**src/rtl/router_pkt_tx.sv**
```systemverilog
// Packet transmitter feeding the 1x3 router: src, dest, size, data bytes, XOR CRC, with per-byte stall.
// Optional ROUTER_TX_CRC_INJECT_EN adds a crc_inject input that inverts the CRC byte of a packet.
module router_pkt_tx #(
    parameter int         MAX_DATA = 7,
    parameter logic [4:0] SIZE_PAD = 5'b00000
) (
    input  logic       clk1,
    input  logic       reset,
    input  logic       pld_wr,
    input  logic [7:0] pld_data,
    input  logic       start,
    input  logic [7:0] src_in,
    input  logic [7:0] dest_in,
    input  logic [2:0] dsize_in,
    input  logic       stall,
`ifdef ROUTER_TX_CRC_INJECT_EN
    input  logic       crc_inject,
`endif
    output logic [7:0] packet_out,
    output logic       packet_valid_o,
    output logic       busy,
    output logic       done,
    output logic       start_err,
    output logic [3:0] pld_cnt
);

    typedef enum logic [2:0] {
        S_IDLE,
        S_SRC,
        S_DEST,
        S_SIZE,
        S_DATA,
        S_CRC,
        S_DONE
    } state_t;

    state_t     r_state;
    state_t     w_nextState;
    logic [7:0] r_buf [0:MAX_DATA-1];
    logic [3:0] r_pldCnt;
    logic [7:0] r_src;
    logic [7:0] r_dest;
    logic [2:0] r_dsize;
    logic [2:0] r_rdIdx;
    logic [7:0] r_crcAcc;
    logic       r_startErr;
    logic       w_consume;
    logic       w_idle;
    logic       w_startOk;
    logic       w_startBad;
    logic       w_wrOk;
    logic       w_lastData;
    logic [7:0] w_crcByte;

    assign w_idle     = (r_state == S_IDLE);
    // Start compares against the count before any same-cycle write lands.
    assign w_startOk  = w_idle && start && ({1'b0, dsize_in} <= r_pldCnt);
    assign w_startBad = w_idle && start && ({1'b0, dsize_in} > r_pldCnt);
    assign w_wrOk     = w_idle && pld_wr && (r_pldCnt < 4'(MAX_DATA));
    assign w_consume  = packet_valid_o && !stall;
    assign w_lastData = (r_rdIdx == (r_dsize - 3'd1));

`ifdef ROUTER_TX_CRC_INJECT_EN
    logic r_crcInject;

    always_ff @(posedge clk1 or negedge reset) begin
        if (!reset) begin
            r_crcInject <= 1'b0;
        end else if (w_startOk) begin
            r_crcInject <= crc_inject;
        end
    end

    assign w_crcByte = r_crcInject ? ~r_crcAcc : r_crcAcc;
`else
    assign w_crcByte = r_crcAcc;
`endif

    always_ff @(posedge clk1 or negedge reset) begin
        if (!reset) begin
            r_state <= S_IDLE;
        end else begin
            r_state <= w_nextState;
        end
    end

    always_comb begin
        w_nextState = r_state;
        case (r_state)
            S_IDLE: if (w_startOk) w_nextState = S_SRC;
            S_SRC:  if (w_consume) w_nextState = S_DEST;
            S_DEST: if (w_consume) w_nextState = S_SIZE;
            S_SIZE: if (w_consume) w_nextState = (r_dsize == 3'd0) ? S_CRC : S_DATA;
            S_DATA: if (w_consume && w_lastData) w_nextState = S_CRC;
            S_CRC:  if (w_consume) w_nextState = S_DONE;
            S_DONE: w_nextState = S_IDLE;
            default: w_nextState = S_IDLE;
        endcase
    end

    always_comb begin
        packet_out     = 8'h00;
        packet_valid_o = 1'b0;
        done           = 1'b0;
        case (r_state)
            S_SRC: begin
                packet_out     = r_src;
                packet_valid_o = 1'b1;
            end
            S_DEST: begin
                packet_out     = r_dest;
                packet_valid_o = 1'b1;
            end
            S_SIZE: begin
                packet_out     = {SIZE_PAD, r_dsize};
                packet_valid_o = 1'b1;
            end
            S_DATA: begin
                packet_out     = r_buf[r_rdIdx];
                packet_valid_o = 1'b1;
            end
            S_CRC: begin
                packet_out     = w_crcByte;
                packet_valid_o = 1'b1;
            end
            S_DONE: done = 1'b1;
            default: ;
        endcase
    end

    always_ff @(posedge clk1 or negedge reset) begin
        if (!reset) begin
            r_pldCnt   <= 4'd0;
            r_src      <= 8'h00;
            r_dest     <= 8'h00;
            r_dsize    <= 3'd0;
            r_rdIdx    <= 3'd0;
            r_crcAcc   <= 8'h00;
            r_startErr <= 1'b0;
        end else begin
            r_startErr <= w_startBad;
            if (r_state == S_DONE) begin
                r_pldCnt <= 4'd0;
            end else if (w_wrOk) begin
                r_pldCnt <= r_pldCnt + 4'd1;
            end
            if (w_startOk) begin
                r_src    <= src_in;
                r_dest   <= dest_in;
                r_dsize  <= dsize_in;
                r_rdIdx  <= 3'd0;
                r_crcAcc <= 8'h00;
            end else if ((r_state == S_DATA) && w_consume) begin
                r_crcAcc <= r_crcAcc ^ r_buf[r_rdIdx];
                r_rdIdx  <= r_rdIdx + 3'd1;
            end
        end
    end

    // Payload storage has no reset; only bytes below pld_cnt are ever read.
    always_ff @(posedge clk1) begin
        if (w_wrOk) begin
            r_buf[r_pldCnt[2:0]] <= pld_data;
        end
    end

    assign busy      = !w_idle;
    assign start_err = r_startErr;
    assign pld_cnt   = r_pldCnt;

endmodule

```
**config.mk**
```make
export PLATFORM = sky130hd
export DESIGN_NAME = router_pkt_tx
export DESIGN_NICKNAME = d
export VERILOG_FILES = /design/src/rtl/router_pkt_tx.sv
export SDC_FILE = /design/constraint.sdc
export NUM_CORES = 1
export LEC_CHECK = 0
export ABC_AREA = 1
export BUFFER_PORTS_ARGS = -buffer_cell sky130_fd_sc_hd__buf_2
export CAP_MARGIN = 20
export CORE_MARGIN = 1.5
export CORE_UTILIZATION = 50
export CTS_BUF_LIST = sky130_fd_sc_hd__clkbuf_8
export DETAILED_ROUTE_END_ITERATION = 6
export PLACE_DENSITY = 0.7
export SYNTH_ARGS = -nofsm -noshare
export SYNTH_HDL_FRONTEND = slang
export SYNTH_SLANG_ARGS = --single-unit
export TNS_END_PERCENT = 100
```
**constraint.sdc**
```tcl
create_clock -name clk1 -period 2.2 [get_ports clk1]
set_input_delay 0.33 -clock clk1 [delete_from_list [all_inputs] [get_ports clk1]]
set_output_delay 0.33 -clock clk1 [all_outputs]
set_load 0.1 [all_outputs]
```
==> Word-level counts from Yosys, hierarchy flattened <==
Memories as Yosys holds them, arrays and structs flattened.
Index checks and enable logic that the tools add are counted.
{ "word_totals": {"regBits": 38, "mem_bits_rw": 56, "input_bits": 32, "output_inout_bits": 16, "elab_cells": 64, "memories": 1} }
{ "memory_table": {"columns": ["memory", "words", "width", "read_ports", "rd_ports_with_merged_regs", "wr", "line_no", "text"], "rows": [
  ["r_buf", 7, 8, 1, 0, 1, "39", "logic [7:0] r_buf [0:MAX_DATA-1];"]
]} }
{ "op_classes": {"add_sub_neg": 3, "n_lt_le_gt_ge": 3, "n_eq_ne": 13, "muxes": 19, "bitwise_logic": 1, "reduce_logical": 16} }
{ "ops": {"columns": ["op", "count"], "rows": [
  ["8-bit case mux with 5 select lines", 1],
  ["3-bit two-way mux", 8],
  ["3-bit case mux with 6 select lines", 1],
  ["8-bit two-way mux", 2],
  ["2-bit != test (second input constant)", 5],
  ["3-bit == test (second input constant)", 3],
  ["1-bit logical AND", 8],
  ["4-bit two-way mux", 2],
  ["8-bit XOR", 1],
  ["3-bit by 2-bit == test with 1-bit output (second input constant)", 2],
  ["3-bit logical NOT", 2],
  ["6-bit AND reduction", 1],
  ["1-bit two-way mux", 5],
  ["5-bit OR reduction", 1],
  ["4-bit by 1-bit adder with 4-bit output (second input constant)", 1],
  ["3-bit by 4-bit > comparator with 1-bit output", 1],
  ["3-bit by 4-bit <= comparator with 1-bit output", 1],
  ["4-bit by 3-bit less-than comparator with 1-bit output (second input constant)", 1],
  ["2-bit nonzero test", 2],
  ["3-bit by 1-bit adder with 3-bit output (second input constant)", 1],
  ["3-bit by 1-bit == test with 1-bit output (second input constant)", 1],
  ["3-bit == test", 1],
  ["3-bit by 1-bit subtractor with 3-bit output (second input constant)", 1],
  ["1-bit logical NOT", 2],
  ["2-bit by 1-bit != test with 1-bit output (second input constant)", 1]
]} }

==> Logic depth before layout (Yosys ltp) <==
{ "depth": {"ltp_word": 7, "depth_mapped": 14, "depth_no_buf": 13} }

==> Worst setup path after synthesis <==
No wires, ideal clock.
{ "synth_timing": {"path_kind": "flip-flop to flip-flop", "from": "reg r_state[1]", "to": "reg r_pldCnt[1], in the netlist pld_cnt[1]", "setup_ps": 131, "arrival_ps": 3101, "required_time_ps": 2069, "slack_ps": -1031, "path_stages_with_launch": 5, "path_buffers": 0, "period_less_slack_ps": 3231, "cell_sequence": "dfrtp_1 -> inv_1 -> nor3_1 -> or2_1 -> o21ai_0"} }
{ "synth_via": {"elab_chain_cells": 4, "elab_cells_between_ends": 6, "cone_classes": "1 x eq/ne; 1 x mux; 4 x reduce/logical"} }
{ "synth_rtl": {"columns": ["element", "line_no", "text"], "rows": [
  ["start: declaration", "37", "state_t r_state;"],
  ["start signal: assignment", "83", "r_state <= w_nextState;"],
  ["3-bit logical NOT", "55", "assign w_idle = (r_state == S_IDLE);"],
  ["1-bit logical AND (2 in a row)", "59", "assign w_wrOk = w_idle && pld_wr && (r_pldCnt < 4'(MAX_DATA));"],
  ["2-bit nonzero test (no source line)", null, null],
  ["end signal: assignment", "145", "r_pldCnt <= r_pldCnt + 4'd1;"],
  ["end: declaration", "40", "logic [3:0] r_pldCnt;"]
]} }
Several ways; a longest one is shown, not always the timed one.
A chain may end at the register's enable or synchronous reset.

==> Worst setup path in the final report <==
{ "layout_timing": {"from": "reg r_state[2]", "to": "out packet_out[1]"} }
{ "layout_via": {"elab_chain_cells": 2, "elab_cells_between_ends": 6, "cone_classes": "5 x eq/ne; 1 x mux"} }
{ "layout_rtl": {"columns": ["element", "line_no", "text"], "rows": [
  ["3-bit == test, or another cell as far along", "105", "case (r_state)"],
  ["8-bit case mux with 5 select lines *", "105", null],
  ["end: declaration", "19", "output logic [7:0] packet_out,"]
]} }
Mark *: on every way between the ends. The rest lies on a longest branch, timed or not.

==> impl_metrics.json <==
{
  "status": "completed",
  "dieArea_um2": 9410,
  "fin_nets": 575,
  "synth_edf_count": 56,
  "dr_wl_met2_um": 5190,
  "dr.pass1.iters": 4,
  "vias": 3448,
  "synth_common_cells": "189 x nand2_1, 56 x edfxtp_1, 48 x nand3_1, 38 x dfrtp_1, 30 x inv_1",
  "tightest_slew_ns": 0.535,
  "relSlewSlack_pct": 64.3,
  "cts_sinks": 94,
  "final.setup.tns_ns": 0,
  "syn_nets": 508,
  "skew_ns": 0.00747,
  "dpl_cell_area_um2": 4940,
  "clock-root-buffer": "clkbuf_8",
  "synth_area_um2": 4420,
  "hp-class": "primary input to flip-flop",
  "final_max_slew_viol_count": 0,
  "diodes": 0,
  "final_area_um2": 5340,
  "vdd_ir_drop_max_v": 0.00117,
  "port-buffer-count": 47,
  "cts_tree": "built",
  "path_clk_slew_ns": 0.09,
  "synth_area_leader_cell": "edfxtp_1",
  "r2r-start": "pld_cnt[2]",
  "r2r_setup_slack_ns": 0.30,
  "grt.overflow.total": 0,
  "dieWidth_um": 97.0,
  "highest_layer": "met4",
  "synth-seq-area-share_pct": 59.6,
  "core_um2": 8640,
  "crit_path_end_kind": "output pin",
  "fillers": 705,
  "worst_slack_ns": 0.0137,
  "crit_slowest_cell": "dfrtp_2",
  "synth_top_area_share_pct": 38.1,
  "period_needed_ns": 2.19,
  "synth_cell_types": 26,
  "async_flop_share_pct": 40.4,
  "wl_per_cell_um": 15.7,
  "cts_buffer_depth": 2,
  "hold_violations": 0,
  "slowest_delay_ns": 0.47,
  "cp_num_buf_inv": 2,
  "cts_buffers": 9,
  "seq_area_um2": 2640,
  "drt_iter0_drc": 154,
  "p_per_area_nw_per_um2": 1480,
  "row_count": 34,
  "initial_core_util_pct": 51.2,
  "rsz0062_at_grt": "yes",
  "place.gp.congestion": 0.962,
  "synth_most_common_cell": "nand2_1",
  "cpLargestDelayFamily": "flip-flops",
  "dp_slack_ns": 0.195,
  "ff2ff_path_depth": 13,
  "yosysWarnings": 0,
  "route.met3.wl_um": 521,
  "ant_nets": 0,
  "drv_cap": 0,
  "drc": 0,
  "r2r_end": "r_state[0]",
  "setup_viol": 0,
  "synth-seq-cells": 94,
  "path_max_fanout": 6,
  "layout-drive-gt1-share_pct": 24.4,
  "synthToLayoutAreaGrowth_pct": 20.8,
  "clk_latency_ns": 0.36,
  "startpoint": "r_state[2]",
  "first_global_vias": 3314,
  "holdWs_ns": 0.154,
  "p_leak_nw": 2.41,
  "netlist_instances": 469,
  "startpoint_type": "flip-flop",
  "hpwl_um": 6820,
  "crit_arrival_ns": 1.86,
  "wirelength_um": 10200,
  "grt_max_degree": 28,
  "antenna_found_initial": 0,
  "wl_met1_um": 4270,
  "cp.required_ns": 1.87,
  "via_per_inst": 5.32,
  "post-route-period-util_pct": 99.4,
  "syn_avg_cell_area_um2": 9.42,
  "fmax_ghz": 0.457,
  "multiInputGateArea_um2": 1650,
  "critical_path_class": "flip-flop to output pin",
  "ioPinCount": 48,
  "die_h_um": 97.0,
  "whs_path_depth": 3,
  "path_cells": "clkinvlp_4 -> nand3_1 -> nor2_1 -> a21oi_1 -> o2111ai_2 -> buf_12",
  "synth_ff_type": "edfxtp_1",
  "htreeDepth": 3,
  "min_delay_worst_endpoint": "r_dest[6]",
  "min_from": "dest_in[6]",
  "synthTopCellsByArea": "edfxtp_1 38%, dfrtp_1 22%, nand2_1 16%",
  "grt_pass1_wl_um": 16300,
  "track_usage_pct": 22.4
}
[report_power, final]
part | internal, mW | switching (mW) | leakage (nW)
combinational | 1.39 | 2.96 | 1.35
sequential | 2.27 | 0.287 | 0.984
clock | 0.402 | 0.607 | 0.0828
[cell type report]
cell class | count | share of cell area (%)
clock buffers | 9 | 2.32
clock inverters | 6 | 0.726
inverters | 34 | 2.67
well taps | 108 | 2.53
repair buffers | 72 | 11.3
flip-flops and latches | 94 | 49.4
multi-input cells | 325 | 31.0
[state kept, by name, summed over array words and instances (netlist names), 3 cells and up]
register / count
pld_cnt: 4
r_crcAcc: 8
r_src: 8
r_buf: 56
r_dest: 8
r_dsize: 3
r_rdIdx: 3
r_state: 3
[repair_timing]
action | 4_1_cts | 5_1_grt
hold buffers | 1 | 0
setup endpoints to repair | 9 | 9
setup buffers | 2 | 6
gates resized for setup | 11 | 28
pin swaps | 0 | 1
hold endpoints to repair | 22 | 0
gates cloned | 0 | 1
[through the flow]
step	power (mW)	instances	util, %
finish	7.92	648	61.8
global route	8.41	648	61.8
floorplan	5.49	469	-
detailed placement	6.58	623	57.2
global placement	6.48	623	57.2
CTS	7.66	641	59.8
[logic make-up after synthesis]
group	after synthesis	share of synthesized area [%]
AO/OA/AOI/OAI	31	4.25
flip-flops	94	59.6
AND/OR/NAND/NOR	282	27.4
adder cells (fa/ha/maj)	7	1.98
XOR/XNOR	5	1.16
buffers and inverters	50	5.66
[worst min-delay path: stages]
cell     delay, ns
buf_2         0.07
nand2_1       0.04
nand2_1       0.04
[per-layer routing]
layer,track usage [%],vias up
li1,-,1685
met1,28.9,1650
met2,37.6,98
met3,3.54,15
met4,9.81,0
met5,0,-
[cell usage in the layout, fill, tap and decap left out, drive strengths merged]
cell         Yosys  routed
xnor2            2       2
o2111ai          8       8
o21ai            7       7
nor3             5       5
or2              1       1
clkinv           0       2
clkbuf           1      14
a22oi            1       1
a21oi           15      15
xor2             3       3
nor2            25      25
inv             34      34
edfxtp          56      56
ha               7       7
nand3           48      48
nand4            9       9
dlygate4sd3      0       1
dfrtp           38      38
clkinvlp         0       4
buf             15      66
nand2          194     194
[how the worst max path moves through the flow]
stage / to / slack (ns) / cells after the start
after floorplan: packet_out[1] / -0.59 / 4
after global placement: packet_out[0] / 0.26 / 4
after detailed placement: packet_out[1] / 0.19 / 6
after CTS: packet_out[6] / 0.007 / 8
after global routing: packet_out[2] / -0.05 / 7
final: packet_out[1] / 0.01 / 6
Note: power is estimated with default switching activity, not from simulation.
